$ cat config.mk
export PLATFORM = sky130hd
export DESIGN_NAME = interrupt_priority_resolver
export DESIGN_NICKNAME = d
export VERILOG_FILES = /design/src/rtl/interrupt_priority_resolver.sv
export SDC_FILE = /design/constraint.sdc
export NUM_CORES = 1
export LEC_CHECK = 0
export ABC_AREA = 1
export CAP_MARGIN = 15
export CORE_ASPECT_RATIO = 1.75
export CORE_MARGIN = 2
export CORE_UTILIZATION = 45
export CTS_CLUSTER_DIAMETER = 60
export DETAILED_ROUTE_END_ITERATION = 8
export PLACE_DENSITY = 0.75
export SLEW_MARGIN = 30
export SYNTH_ARGS = -nofsm -noshare
export SYNTH_HDL_FRONTEND = slang
export SYNTH_SLANG_ARGS = --single-unit
export TNS_END_PERCENT = 100
$ cat constraint.sdc
create_clock -name CLK -period 4.62 [get_ports CLK]
set_clock_uncertainty 0.15 [all_clocks]
set_input_delay 1.386 -clock CLK [delete_from_list [all_inputs] [get_ports CLK]]
set_output_delay 1.386 -clock CLK [all_outputs]
set_load 0.005 [all_outputs]
$ cat src/rtl/interrupt_priority_resolver.sv
// interrupt_priority_resolver
// Request/priority engine for the 8259-style PIC. It captures IR0..IR7
// into the IRR and resolves priority against the mask and the in-service
// register. It raises INTERNAL_INT to the control unit and runs the
// two-pulse INTA_ acknowledge against the ISR. It also handles AEOI,
// non-specific EOI, specific EOI and priority rotation.
module interrupt_priority_resolver #(
  parameter int IR_SYNC = 1
) (
  input  logic       CLK,
  input  logic       RST_,
  input  logic [7:0] IR,
  input  logic       LEVEL,
  input  logic [7:0] MASK,
  input  logic       AEOI,
  input  logic       ROTATE,
  input  logic       INTA_,
  input  logic       EOI_WR,
  input  logic       SEOI_WR,
  input  logic [2:0] SEOI_LVL,
  input  logic       RD_IRR,
  input  logic       RD_ISR,
  output logic       INTERNAL_INT,
  output logic [2:0] IR_NUM,
  output logic [7:0] IRR,
  output logic [7:0] ISR,
  output logic [7:0] REG_OUT
);

  typedef enum logic [1:0] {
    ST_IDLE = 2'd0,
    ST_REQ  = 2'd1,
    ST_ACK1 = 2'd2
  } state_t;

  // Rank of a level under the current pointer: 0 = highest priority.
  // The level right after lowp is the highest, so the subtraction wraps mod 8.
  function automatic logic [2:0] prio_rank(input logic [2:0] lvl,
                                           input logic [2:0] lowp);
    prio_rank = lvl - lowp - 3'd1;
  endfunction

  // Highest-priority set bit of vec, returned as {valid, level}.
  // The scan runs from the lowest to the highest priority, so the last hit wins.
  function automatic logic [3:0] find_highest(input logic [7:0] vec,
                                              input logic [2:0] lowp);
    logic [2:0] lvl;
    find_highest = 4'd0;
    for (int i = 7; i >= 0; i--) begin
      lvl = lowp + 3'd1 + 3'(i);
      if (vec[lvl]) find_highest = {1'b1, lvl};
    end
  endfunction

  // ---------------------------------------------------------------- sampling
  logic [7:0] irs;
  logic [7:0] ir_prev_q;
  logic       inta_s1_q;
  logic       inta_s2_q;
  logic       inta_prev_q;
  logic       inta_fall;

  generate
    if (IR_SYNC != 0) begin : g_ir_sync
      logic [7:0] ir_s1_q;
      logic [7:0] ir_s2_q;

      // Two-flop synchronizer for the raw request lines
      always_ff @(posedge CLK or negedge RST_) begin
        if (!RST_) begin
          ir_s1_q <= 8'h00;
          ir_s2_q <= 8'h00;
        end else begin
          ir_s1_q <= IR;
          ir_s2_q <= ir_s1_q;
        end
      end

      assign irs = ir_s2_q;
    end else begin : g_ir_direct
      assign irs = IR;
    end
  endgenerate

  // INTA_ synchronizer and previous-value flops; idle level of INTA_ is high
  always_ff @(posedge CLK or negedge RST_) begin
    if (!RST_) begin
      inta_s1_q   <= 1'b1;
      inta_s2_q   <= 1'b1;
      inta_prev_q <= 1'b1;
      ir_prev_q   <= 8'h00;
    end else begin
      inta_s1_q   <= INTA_;
      inta_s2_q   <= inta_s1_q;
      inta_prev_q <= inta_s2_q;
      ir_prev_q   <= irs;
    end
  end

  assign inta_fall = inta_prev_q & ~inta_s2_q;

  // ---------------------------------------------------------- resolve/state
  state_t     state_q, state_d;
  logic       int_q, int_d;
  logic [2:0] ir_num_q, ir_num_d;
  logic       spur_q, spur_d;
  logic [2:0] lowp_q, lowp_d;
  logic [7:0] irr_q, irr_d;
  logic [7:0] isr_q, isr_d;
  logic [7:0] reg_out_q, reg_out_d;

  logic [3:0] cand;
  logic [3:0] hisr;
  logic       cand_vld;
  logic [2:0] cand_lvl;
  logic       hisr_vld;
  logic [2:0] hisr_lvl;
  logic       pending;

  // Candidate request, highest in-service level and the nesting decision
  always_comb begin
    cand     = find_highest(irr_q & ~MASK, lowp_q);
    hisr     = find_highest(isr_q, lowp_q);
    cand_vld = cand[3];
    cand_lvl = cand[2:0];
    hisr_vld = hisr[3];
    hisr_lvl = hisr[2:0];
    pending  = cand_vld &&
               (!hisr_vld || (prio_rank(cand_lvl, lowp_q) < prio_rank(hisr_lvl, lowp_q)));
  end

  // Next-state logic: IRR capture, EOI handling, acknowledge FSM, read-back
  always_comb begin
    state_d  = state_q;
    int_d    = int_q;
    ir_num_d = ir_num_q;
    spur_d   = spur_q;
    lowp_d   = lowp_q;
    isr_d    = isr_q;
    irr_d    = irr_q;

    // An edge request is held until the first acknowledge takes it; in level
    // mode the IRR simply mirrors the sampled lines.
    if (LEVEL) begin
      irr_d = irs;
    end else begin
      if ((state_q == ST_REQ) && inta_fall && cand_vld) irr_d[cand_lvl] = 1'b0;
      irr_d = irr_d | (irs & ~ir_prev_q);
    end

    // EOI clears are applied before any ISR set from the acknowledge below,
    // so an EOI and an ACK on the same bit leave that bit set.
    if (SEOI_WR) begin
      isr_d[SEOI_LVL] = 1'b0;
      if (ROTATE) lowp_d = SEOI_LVL;
    end else if (EOI_WR && hisr_vld) begin
      isr_d[hisr_lvl] = 1'b0;
      if (ROTATE) lowp_d = hisr_lvl;
    end

    case (state_q)
      ST_IDLE: begin
        int_d = pending;
        if (pending) state_d = ST_REQ;
      end
      ST_REQ: begin
        // The acknowledge is honoured even if the request vanished in the
        // same cycle; that case yields the spurious vector 7.
        if (inta_fall) begin
          state_d = ST_ACK1;
          int_d   = 1'b0;
          if (cand_vld) begin
            ir_num_d        = cand_lvl;
            isr_d[cand_lvl] = 1'b1;
            spur_d          = 1'b0;
          end else begin
            ir_num_d = 3'd7;
            spur_d   = 1'b1;
          end
        end else if (!pending) begin
          state_d = ST_IDLE;
          int_d   = 1'b0;
        end else begin
          int_d = 1'b1;
        end
      end
      ST_ACK1: begin
        int_d = 1'b0;
        if (inta_fall) begin
          state_d = ST_IDLE;
          if (AEOI && !spur_q) begin
            isr_d[ir_num_q] = 1'b0;
            if (ROTATE) lowp_d = ir_num_q;
          end
        end
      end
      default: begin
        state_d = ST_IDLE;
        int_d   = 1'b0;
      end
    endcase

    if (RD_ISR)      reg_out_d = isr_q;
    else if (RD_IRR) reg_out_d = irr_q;
    else             reg_out_d = 8'h00;
  end

  // State registers; reset puts IR0 at the highest priority
  always_ff @(posedge CLK or negedge RST_) begin
    if (!RST_) begin
      state_q   <= ST_IDLE;
      int_q     <= 1'b0;
      ir_num_q  <= 3'd0;
      spur_q    <= 1'b0;
      lowp_q    <= 3'd7;
      irr_q     <= 8'h00;
      isr_q     <= 8'h00;
      reg_out_q <= 8'h00;
    end else begin
      state_q   <= state_d;
      int_q     <= int_d;
      ir_num_q  <= ir_num_d;
      spur_q    <= spur_d;
      lowp_q    <= lowp_d;
      irr_q     <= irr_d;
      isr_q     <= isr_d;
      reg_out_q <= reg_out_d;
    end
  end

  assign INTERNAL_INT = int_q;
  assign IR_NUM       = ir_num_q;
  assign IRR          = irr_q;
  assign ISR          = isr_q;
  assign REG_OUT      = reg_out_q;

endmodule

## After elaboration in Yosys (flattened, before gate mapping)

Index checks and enable logic that the tools add are counted.

| operators by class | value |
|---|---|
| add/sub/neg operators | 12 |
| $mul | 0 |
| divide/modulo/power cells | 0 |
| $lt $le $gt $ge | 17 |
| eq/ne operators | 5 |
| shift operators | 0 |
| muxes and demuxes | 86 |
| bitwise gates (word level) | 16 |
| reduce and logical (&&, ||, !) cells | 15 |

Operators by type and width:

| cell | count |
|---|---|
| 8-bit two-way mux | 11 |
| 4-bit two-way mux | 16 |
| 8-bit AND | 6 |
| 1-bit binary-select mux with 3-bit select | 16 |
| 3-bit by 4-bit less-than comparator with 1-bit output, second input constant | 12 |
| 8-bit NOT | 6 |
| 3-bit two-way mux | 9 |
| 1-bit two-way mux | 23 |
| 8-bit OR | 2 |
| 8-bit case mux with 2 select lines | 1 |
| 3-bit adder, second input constant | 4 |
| 1-bit demux with 3-bit select | 4 |
| 3-bit by 1-bit >= comparator with 1-bit output, second input constant | 4 |
| 1-bit logical AND | 9 |
| 2-bit two-way mux | 4 |
| 3-bit by 1-bit adder with 3-bit output, second input constant | 2 |
| 3-bit by 2-bit adder with 3-bit output, second input constant | 2 |
| 2-bit case mux with 3 select lines | 1 |
| 3-bit by 1-bit subtractor with 3-bit output, second input constant | 2 |
| 3-bit subtractor | 2 |
| 2-bit inequality test, second input constant | 2 |
| 3-bit less-than comparator | 1 |
| 3-bit inequality test, second input constant | 1 |
| 3-bit AND reduction | 1 |
| 9 further kinds | 10 |

| storage, ports and cells | value |
|---|---|
| bits in registers | 61 |
| bits in latches | 0 |
| RAM bits | 0 |
| bits in read-only memories | 0 |
| input bits | 29 |
| output and inout port bits | 28 |
| word-level logic and storage cells | 165 |
| memories kept | 0 |

## Longest topological paths before layout

Gate-level depths: netlist of run 1.

| logic depth | value |
|---|---|
| depth after elaboration | 24 |
| mapped depth | 34 |
| mapped depth without buffers | 30 |

## Least setup slack after synthesis of run 1

OpenSTA, ideal clock, no wires.

| timing | value |
|---|---|
| kind | reg2reg |
| start | register lowp_q[0] |
| end | register state_q[1] |
| library setup time | 124 ps |
| arrival time | 4,175 ps |
| required time | 4,346 ps |
| path slack | 171 ps |
| cell stages (with the launch flop) | 34 |
| path buffers | 4 |
| clock period less this slack | 4,449 ps |
| cells stage by stage | dfstp_2 -> buf_6 -> inv_6 -> buf_8 -> ha_1 -> buf_6 -> inv_4 -> nand2_2 -> nand2_4 -> buf_6 -> nand2_2 -> o21ai_2 -> nand2_2 -> nand2_2 -> o21ai_1 -> nand2_1 -> nand2_1 -> nand2_1 -> nand2_1 -> nand2_1 -> nand2_2 -> ha_1 -> fa_1 -> xor2_1 -> xor2_1 -> ha_1 -> a21oi_1 -> nand2_1 -> a21oi_2 -> inv_1 -> nand2_1 -> nand3_2 -> nand2_1 -> o21ai_1 |

| on the way | value |
|---|---|
| longest elaborated chain between the ends | 19 |
| elaborated cells between the ends (all ways) | 67 |
| classes of those cells | add/sub: 12; order compare: 1; eq/ne: 2; mux: 48; reduce/logical: 4 |

RTL lines:

| element | line | RTL |
|---|---|---|
| from (decl) | 107 | `logic [2:0] lowp_q, lowp_d;` |
| from (signal assigned) | 224 | `lowp_q <= lowp_d;` |
| 3-bit by 1-bit adder with 3-bit output | 50 | `lvl = lowp + 3'd1 + 3'(i);` |
| 3-bit adder | 50 |  |
| 1-bit binary-select mux with 3-bit select | 51 | `if (vec[lvl]) find_highest = {1'b1, lvl};` |
| 1-bit two-way mux (implied by the code) | 51 |  |
| 4-bit two-way mux (8 in series) | 51 |  |
| 3-bit subtractor | 40 | `prio_rank = lvl - lowp - 3'd1;` |
| 3-bit by 1-bit subtractor with 3-bit output | 40 |  |
| 3-bit less-than comparator | 129 | `(!hisr_vld \|\| (prio_rank(cand_lvl, lowp_q) < prio_rank(hisr_lvl, lowp_q)));` |
| 1-bit logical OR | 129 |  |
| 1-bit logical AND (*) | 128 | `pending = cand_vld &&` |
| 3-bit inequality test (no source line) / 2-bit inequality test (equally long branches) | -- |  |
| 3-bit AND reduction (no source line) (*) | -- |  |
| to (signal assigned) | 220 | `state_q <= state_d;` |
| to (decl) | 103 | `state_t state_q, state_d;` |

Mark *: on every way between the ends. The rest lies on a longest branch, timed or not. The select of a mux whose other input is x is not followed.
A chain may end at the register's enable or synchronous reset.

## Worst setup path in the final report of run 1

| timing | value |
|---|---|
| start | input port MASK[1] |
| end | register state_q[1] |

| on the way | value |
|---|---|
| longest elaborated chain between the ends | 19 |
| elaborated cells between the ends (all ways) | 34 |
| classes of those cells | add/sub: 2; order compare: 1; eq/ne: 2; mux: 24; bitwise: 2; reduce/logical: 3 |

RTL lines:

| element | line | RTL |
|---|---|---|
| from (decl) | 14 | `input logic [7:0] MASK,` |
| 8-bit NOT (*) | 122 | `cand = find_highest(irr_q & ~MASK, lowp_q);` |
| 8-bit AND (*) | 122 |  |
| 1-bit binary-select mux with 3-bit select | 51 |  |
| 1-bit two-way mux (implied by the code) | 51 |  |
| 4-bit two-way mux (7 in series) | 51 |  |
| 4-bit two-way mux (*) | 51 |  |
| 3-bit subtractor | 40 |  |
| 3-bit by 1-bit subtractor with 3-bit output | 40 |  |
| 3-bit less-than comparator | 129 |  |
| 1-bit logical OR | 129 |  |
| 1-bit logical AND (*) | 128 |  |
| 3-bit inequality test (no source line) / 2-bit inequality test (equally long branches) | -- |  |
| 3-bit AND reduction (no source line) (*) | -- |  |

Marks and branches as above.

==> key figures, run 1 <==
Status
  • Status: completed

Detailed routing
  • TritonRoute pass-1 iters: 7
  • DRT iter0 DRCs: 188
  • DR WL/cell: 16.3 um
  • Routed Wire Length: 13.5 mm
  • DRC Markers: 0
  • Vias: 4432
  • DR vias/cell: 5.38
  • Detail Route Antenna Nets: 0

Die
  • Core region area: 9350 um2
  • Starting Density: 45.6%
  • Die area: 10300 um2
  • # rows: 47
  • Die Span Y: 133 um
  • Die Wd: 77.6 um
  • # IOs: 57

Timing
  • Slew headroom: 54.3%
  • Final-report hold violation count: 0
  • Final Setup Violations: 0
  • Slew @ Worst Pin: 0.680 ns
  • Max-slew violation count: 0
  • Fmax: 225 MHz
  • Clock period minus worst slack: 4.45 ns
  • Post-route clock period utilization: 96.4%

Clocking
  • Max Root-Sink Buffers: 2
  • # hold bufs at CTS: 0
  • CTS buffer count: 9
  • H-tree levels: 3
  • Clk Latency, worst-skew pair: 0.34 ns
  • Clock Pin Slew Worst Setup and Hold Paths: 0.06 ns
  • TritonCTS Sinks: 61
  • Clock root buffer: clkbuf_16
  • CTS tree: built

Final layout
  • Post-route insts no fill: 824
  • Final core occ: 63.9%
  • Share of cells above drive strength 1: 30.2%
  • # diodes: 0
  • Nets: 737
  • Layout area overhead: 39.9%

Synthesis
  • Synth unique cells: 42
  • Synth area leaders: dfrtp_1, nand2_1, nand3_1
  • Number of enable flip-flop cells after synthesis: 0
  • Commonest cells in the netlist: nand2_1, inv_1, nand3_1, dfrtp_1, nand2_2
  • Cell taking the most area after synthesis: dfrtp_1
  • Syn. warnings: 0
  • Seq/Total Area, Yosys: 35.9%
  • Yosys top cell area share: 32.2%
  • Avg Cell Area, Syn: 7.23 um2
  • Ys flop type: dfrtp_1
  • Synth Cell Area: 4270 um2
  • FF+latch count, synth: 61
  • Ys async rst share: 100%
  • Synth Instances: 590
  • Synthesized Nets: 630
  • Count leader, synth: nand2_1

Global route
  • Largest net degree at the start of global routing: 33
  • First-pass GRT wire length: 20.1 mm
  • Tot GR Track Use: 25.4%
  • Vias in the first global route: 4279
  • Initial antenna violation count: 0
  • Total grt overflow: 0

Critical path
  • Worst reg2reg path depth: 28
  • CP Launch Type: input port
  • Max stage delay on crit path: 0.36 ns
  • CP Capture Type: flop
  • Buf/Inv on CP: 3
  • Most frequent CP cell: nand2_1
  • FF-to-FF setup slack: 0.19 ns
  • Number of cells on the critical path: 26
  • WP data arrival: 4.52 ns
  • CP Class: in -> reg
  • Required time worst endpoint: 4.68 ns
  • Crit-path max FO: 4
  • Slowest CP cell: fa_2
  • Family with the most delay on the worst path: simple AND/OR/NAND/NOR gates

Placement
  • Final HPWL DP: 10.2 mm
  • Placer Congestion: 0.970
  • Port Buf Inserts: 56
  • DP Cell Count: 793

Min path
  • Hold Path Class: reg -> reg
  • Hold Path Cell Cnt: 0

Run
  • Max_cap viols: 0
==> layout by cell type (no fill, tap or decap), drive strengths merged <==
| cell | n |
|---|---|
| dlymetal6s2s | 8 |
| ha | 9 |
| nand2 | 207 |
| o211ai | 3 |
| nor4 | 2 |
| nand3 | 71 |
| clkinvlp | 1 |
| a22oi | 1 |
| inv | 88 |
| xor2 | 3 |
| o221a | 2 |
| o22ai | 7 |
| clkinv | 4 |
| a21oi | 29 |
| a31oi | 2 |
| dfstp | 6 |
| o21ai | 38 |
| a221oi | 2 |
| fa | 2 |
| o21bai | 1 |
| nor2 | 36 |
| clkdlybuf4s50 | 47 |
| xnor2 | 1 |
| or2 | 4 |
| nand4 | 11 |
| a211oi | 2 |
| nor3 | 1 |
| dfrtp | 55 |
| clkbuf | 9 |
| buf | 50 |
==> through the flow <==
stage          hold WS, ns  setup TNS, ns  area [um2]  worst slack (ns)
2_1_floorplan        0.181              0        4270             0.171
3_3_place_gp         0.186          -1.03        5130            -0.406
3_5_place_dp         0.186          -1.23        5130            -0.481
4_1_cts              0.196              0        5530            0.0167
5_1_grt              0.205       -0.00583        5970          -0.00583
6_report             0.193              0        5970             0.167
==> final timing paths <==
path                                      start                   end
max                                     MASK[1]            state_q[1]
min                        g_ir_sync.ir_s1_q[1]  g_ir_sync.ir_s2_q[1]
max reg2reg                           lowp_q[0]            state_q[1]
min reg2reg                g_ir_sync.ir_s1_q[1]  g_ir_sync.ir_s2_q[1]
max in group asynchronous                  RST_                IRR[6]
min in group asynchronous                  RST_             IR_NUM[1]
==> what timing repair did <==
action                                  4_1_cts  5_1_grt
pin swaps                                     9       33
endpoints found under the setup margin        2        3
setup buffers                                 1       13
resized for setup                            21       76
cloned                                        0        1
==> area by class of cell <==
| type | instances | area [um2] |
|---|---|---|
| clock inverter | 7 | 65.1 |
| inverter | 86 | 333 |
| clock buffer | 9 | 225 |
| timing repair buffer | 105 | 955 |
| fill | 810 | 3380 |
| sequential | 61 | 1530 |
| tap | 122 | 153 |
| multi-input combinational | 434 | 2710 |
==> cells by family (layout without fill, tap and decap cells) <==
group / Yosys count / count (layout) / share of synthesized area [%]
and+or+nand+nor: 331 / 332 / 37.5
AOI/OAI and AO/OA: 87 / 87 / 12.0
DFF: 61 / 61 / 35.9
adders and majority gates: 11 / 11 / 3.58
buffers and inverters: 96 / 207 / 10.2
xor gates and xnor gates: 4 / 4 / 0.821
==> worst reg2reg max path, delay by kind of cell, from the launching register on <==
kind / cells / cell delay, ns
compound gates: 4 / 0.47
xor+xnor: 2 / 0.33
fa+ha+maj: 4 / 1.24
buf+inv: 4 / 0.33
flops: 1 / 0.58
simple gates: 14 / 1.21
==> routing by layer <==
layer	part of all wire, %	up-vias	wire length [um]	global-route usage, %
li1	-	2133	-	-
met1	36	2100	4820	25.4
met2	55	148	7430	47.4
met3	3.6	51	480	4.37
met4	5.4	0	725	15.6
met5	0	-	0	0
==> sequential cells by signal (all words and copies together) (netlist names) <==
signal	count
ISR	8
IR_NUM	3
inta_s2_q	1
state_q	2
g_ir_sync.ir_s1_q	8
lowp_q	3
INTERNAL_INT	1
g_ir_sync.ir_s2_q	8
ir_prev_q	8
inta_s1_q	1
inta_prev_q	1
IRR	8
spur_q	1
REG_OUT	8
Power of run 1 is left out: the tool's default activity adds up to more than one toggle a clock period on the data nets, which glitch-free logic cannot reach.
==> run 2: changes to the inputs <==
Settings changed: CORE_ASPECT_RATIO 1.75 to 1.1.
==> run 2 against run 1 <==
Die area is 0.29% lower. Register-to-register slack worse by 0.11 ns. Setup slack worse by 0.086 ns. Final area is 5.3% higher. First-iteration DRC count is 91% higher. Via count is 8.2% higher. Non-clock buffer count is 42 higher. Critical path depth is 3 higher. Flip-flop and latch count stayed put. Final cell count is 4.5% higher. Core utilization is 3.7 points higher. Highest routed layer unchanged.
==> key figures, run 2 (synthesis gave the netlist of run 1 again) <==
Status
  • Status: completed

Min path
  • Worst hold start: g_ir_sync.ir_s1_q[4]
  • Hold Path Class: reg -> reg
  • Hold Path Cell Cnt: 0
  • Hold endpoint: g_ir_sync.ir_s2_q[4]

Critical path
  • CP Capture Type: flop
  • Family with the most delay on the worst path: buffers and inverters
  • WP data arrival: 4.61 ns
  • FF-to-FF setup slack: 0.08 ns
  • Max stage delay on crit path: 0.61 ns
  • Required time worst endpoint: 4.70 ns
  • Most frequent CP cell: buf_4
  • Crit-path max FO: 8
  • Worst reg2reg path depth: 29
  • CP Launch Type: flop
  • R2r endpoint: ISR[5]
  • Slowest CP cell: dfstp_2
  • Buf/Inv on CP: 17
  • CP Class: reg -> reg
  • Worst R2R Start: lowp_q[0]

Clocking
  • CTS tree: built
  • Max Root-Sink Buffers: 2
  • TritonCTS Sinks: 61
  • Clk Latency, worst-skew pair: 0.34 ns
  • H-tree levels: 3
  • Clock root buffer: clkbuf_8
  • CTS buffer count: 9
  • Clock Pin Slew Worst Setup and Hold Paths: 0.07 ns

Timing
  • Slew @ Worst Pin: 0.723 ns
  • Final-report hold violation count: 0
  • Final Setup Violations: 0
  • Slew headroom: 51.3%
  • Clock period minus worst slack: 4.54 ns
  • Final TNS setup: 0 ns
  • Min Hold Slack: 0.199 ns
  • Final worst slack: 0.0809 ns
  • Max-slew violation count: 0
  • Fmax: 220 MHz
  • Post-route clock period utilization: 98.2%

Global route
  • Initial antenna violation count: 0
  • Total grt overflow: 0
  • Tot GR Track Use: 24.9%
  • First-pass GRT wire length: 20.5 mm
  • Vias in the first global route: 4350
  • Largest net degree at the start of global routing: 43

Detailed routing
  • Vias: 4794
  • TritonRoute pass-1 iters: 5
  • Detail Route Antenna Nets: 0
  • Routed Wire Length: 14.4 mm
  • DRC Markers: 0
  • DR WL/cell: 16.8 um
  • DRT iter0 DRCs: 360
  • DR vias/cell: 5.57

Final layout
  • # diodes: 0
  • Layout area overhead: 47.3%
  • Most frequent cells in the layout: nand2_1, buf_4, inv_1
  • Nets: 779
  • Final instance area: 6280 um2
  • Share of cells above drive strength 1: 38.6%
  • Most common cell after layout, fill and taps aside: nand2_1

Die
  • Starting Density: 45.9%
  • Die Wd: 96.9 um
  • # rows: 37
  • Die Span Y: 106 um
  • Core region area: 9310 um2
  • Die area: 10300 um2
  • # IOs: 57

Run
  • Max_cap viols: 0

Placement
  • Final HPWL DP: 9.31 mm
  • Setup Slack @ Placement: -0.559 ns
  • Placer Congestion: 0.976
  • Placed Area: 5150 um2
  • Port Buf Inserts: 56
==> run 2: timing repair <==
action	4_1_cts	5_1_grt
pin swaps	28	46
hold buffers	0	0
cloned	0	2
setup buffers	18	34
setup endpoints to repair	3	16
resized for setup	57	92
hold endpoints to repair	0	0
==> run 2: layout make-up <==
cell class / count / area, um2
fillers: 688 / 3020
multi-input cells: 434 / 2820
flip-flops and latches: 61 / 1530
repair buffers: 147 / 1270
inverters: 86 / 335
well taps: 117 / 146
clock buffers: 10 / 138
clock inverters: 6 / 43.8
==> run 2: how the worst max path moves through the flow <==
stage,start,endpoint,slack [ns],cells past startpoint
final,lowp_q[0],ISR[5],0.08,29
after global routing,lowp_q[0],state_q[1],-0.08,31
after global placement,MASK[4],state_q[1],-0.42,27
after CTS,lowp_q[0],state_q[1],0.04,29
after detailed placement,MASK[5],state_q[1],-0.56,27
after floorplan,lowp_q[0],state_q[1],0.17,33
==> run 2: metrics by stage <==
stage               util (%)  std cells
floorplan                  -        590
global placement        55.3        791
detailed placement      55.3        791
CTS                     60.5        825
global route            67.5        861
finish                  67.5        861
==> run 2: metal layers <==
| metal | GRT usage [%] | share of wire [%] | wire length [um] | vias up |
|---|---|---|---|---|
| li1 | - | - | - | 2222 |
| met5 | 0 | 0 | 0 | - |
| met3 | 4.08 | 6.0 | 865 | 79 |
| met4 | 10.6 | 5.7 | 823 | 0 |
| met1 | 29.2 | 37 | 5370 | 2248 |
| met2 | 45.1 | 51 | 7370 | 245 |
==> run 2: worst reg2reg max path, delay by kind of cell (launching register included) <==
| family | cells | cell delay (ns) |
|---|---|---|
| buffers and inverters | 17 | 1.98 |
| DFF | 1 | 0.61 |
| and+or+nand+nor | 10 | 1.15 |
| adders and majority gates | 1 | 0.34 |
| AOI/OAI and AO/OA | 1 | 0.18 |
Power of run 2 is left out for the same reason.
==> run 3: changes to the inputs <==
--- a/config.mk
+++ b/config.mk
@@ -10,3 +10,2 @@
 export CORE_ASPECT_RATIO = 1.1
-export CORE_MARGIN = 2
 export CORE_UTILIZATION = 45
==> constraint.sdc (replaced) <==
create_clock -name CLK -period 4.62 [get_ports CLK]
set_clock_uncertainty 0.15 [all_clocks]
set_input_delay 1.155 -clock CLK [delete_from_list [all_inputs] [get_ports CLK]]
set_output_delay 1.155 -clock CLK [all_outputs]
set_load 0.005 [all_outputs]
==> run 3 against run 2 <==
Non-clock buffer count is 50 lower. Final area is 11% lower. Core utilization is 6.1 points lower. Largest cell class unchanged.
==> key figures, run 3 (synthesis gave the netlist of run 1 again) <==
Status
  • Status: completed

Timing
  • Final-report hold violation count: 0
  • Max-slew violation count: 0
  • Fmax: 225 MHz
  • Clock period minus worst slack: 4.44 ns
  • Slew @ Worst Pin: 0.753 ns
  • Min Hold Slack: 0.199 ns
  • Post-route clock period utilization: 96.0%
  • Final Setup Violations: 0
  • Slew headroom: 49.3%

Placement
  • Placer Congestion: 0.912
  • Placed Area: 5120 um2
  • Port Buf Inserts: 56
  • Final HPWL DP: 9.37 mm

Final layout
  • Area occupied by multi-input gates: 2490 um2
  • Nets: 728
  • # diodes: 0
  • Layout area overhead: 30.3%
  • FILL cells: 816
  • Final instance area: 5560 um2
  • Most common cell after layout, fill and taps aside: nand2_1
  • Most frequent cells in the layout: nand2_1, inv_1, dfrtp_1, clkdlybuf4s50_1
  • Share of cells above drive strength 1: 25.8%
  • Reg area: 1530 um2

Die
  • # IOs: 57
  • Die Wd: 94.9 um
  • Die Span Y: 104 um
  • # rows: 36
  • Die area: 9880 um2
  • Core region area: 9050 um2
  • Starting Density: 47.1%

Detailed routing
  • Routed Wire Length: 11.9 mm
  • Detail Route Antenna Nets: 0
  • DR vias/cell: 5.23
  • DRC Markers: 0
  • TritonRoute pass-1 iters: 5
  • Vias: 4219
  • DRT iter0 DRCs: 198
  • DR WL/cell: 14.7 um

Run
  • Max_cap viols: 0

Critical path
  • Max stage delay on crit path: 0.46 ns
  • CP Class: in -> reg
  • Most frequent CP cell: nand2_1
  • CP Capture Type: flop
  • Crit-path max FO: 4
  • CP Launch Type: input port
  • Worst reg2reg path depth: 29
  • Required time worst endpoint: 4.71 ns
  • WP data arrival: 4.52 ns
  • Slowest CP cell: clkdlybuf4s50_1

Clocking
  • Clk Latency, worst-skew pair: 0.35 ns
  • CTS tree: built
  • # hold bufs at CTS: 0
  • H-tree levels: 3
  • Max Root-Sink Buffers: 2
  • CTS buffer count: 9
  • TritonCTS Sinks: 61
  • Clock root buffer: clkbuf_8
  • Clock Pin Slew Worst Setup and Hold Paths: 0.08 ns

Global route
  • Largest net degree at the start of global routing: 37
  • Initial antenna violation count: 0
  • First-pass GRT wire length: 19.5 mm
  • Tot GR Track Use: 25.6%
  • Total grt overflow: 0
  • Vias in the first global route: 4128

Min path
  • Hold Path Class: reg -> reg
  • Hold Path Cell Cnt: 0
run 3: changes by cell type in the layout (fill, tap and decap cells not counted), moves of 7 or more:
| cell | delta |
|---|---|
| inv_1 | +11 |
| inv_2 | -11 |
| clkdlybuf4s50_1 | +8 |
| clkbuf_2 | -8 |
| nand2_1 | +19 |
| nand3_1 | +12 |
| nand3_2 | +7 |
| buf_4 | -47 |
| nand3_4 | -19 |
| nand2_2 | -18 |
run 3: final cells by class:
type / instances / area share [%]
Tap cell: 114 / 2.56
Clock buffer: 9 / 2.23
Sequential cell: 61 / 27.6
Multi-Input combinational cell: 433 / 44.8
Inverter: 86 / 5.94
Timing Repair Buffer: 97 / 15.7
Clock inverter: 7 / 1.12
run 3: critical path, delay by kind of cell:
family / cells / cell delay, ns
AO/OA/AOI/OAI: 4 / 0.44
adder cells (fa/ha/maj): 2 / 0.70
XOR/XNOR: 2 / 0.31
AND/OR/NAND/NOR: 13 / 1.06
buffers and inverters: 5 / 0.86
run 3: metrics by stage:
step                      setup TNS [ns]  setup WS (ns)  instances  util (%)
after floorplan                        0          0.171        590         -
after global placement            -0.550         -0.209        784      56.5
after detailed placement          -0.529         -0.214        784      56.5
after CTS                              0         0.0534        800      58.6
after global routing              -0.115        -0.0664        807      61.4
final                                  0          0.184        807      61.4
run 3: layer usage:
metal,up-vias,track usage [%],share of wire [%]
met4,0,9.96,2.1
met1,1971,33.0,44
li1,2117,-,-
met5,-,0,0
met2,109,42.8,51
met3,22,3.73,3.4
run 3: worst paths after layout:
| kind | from | to | slack (ns) |
|---|---|---|---|
| max | MASK[3] | state_q[1] | 0.18 |
| min | g_ir_sync.ir_s1_q[6] | g_ir_sync.ir_s2_q[6] | 0.20 |
| max reg2reg | lowp_q[0] | state_q[1] | 0.27 |
| min reg2reg | g_ir_sync.ir_s1_q[6] | g_ir_sync.ir_s2_q[6] | 0.20 |
| max in group asynchronous | RST_ | REG_OUT[5] | 2.80 |
| min in group asynchronous | RST_ | ISR[5] | 0.65 |
run 3: what timing repair did:
item / in CTS / in global routing
pin swaps: 0 / 11
setup buffers: 0 / 7
resized for setup: 1 / 45
setup endpoints to repair: 1 / 3
Power of run 3 is left out for the same reason.
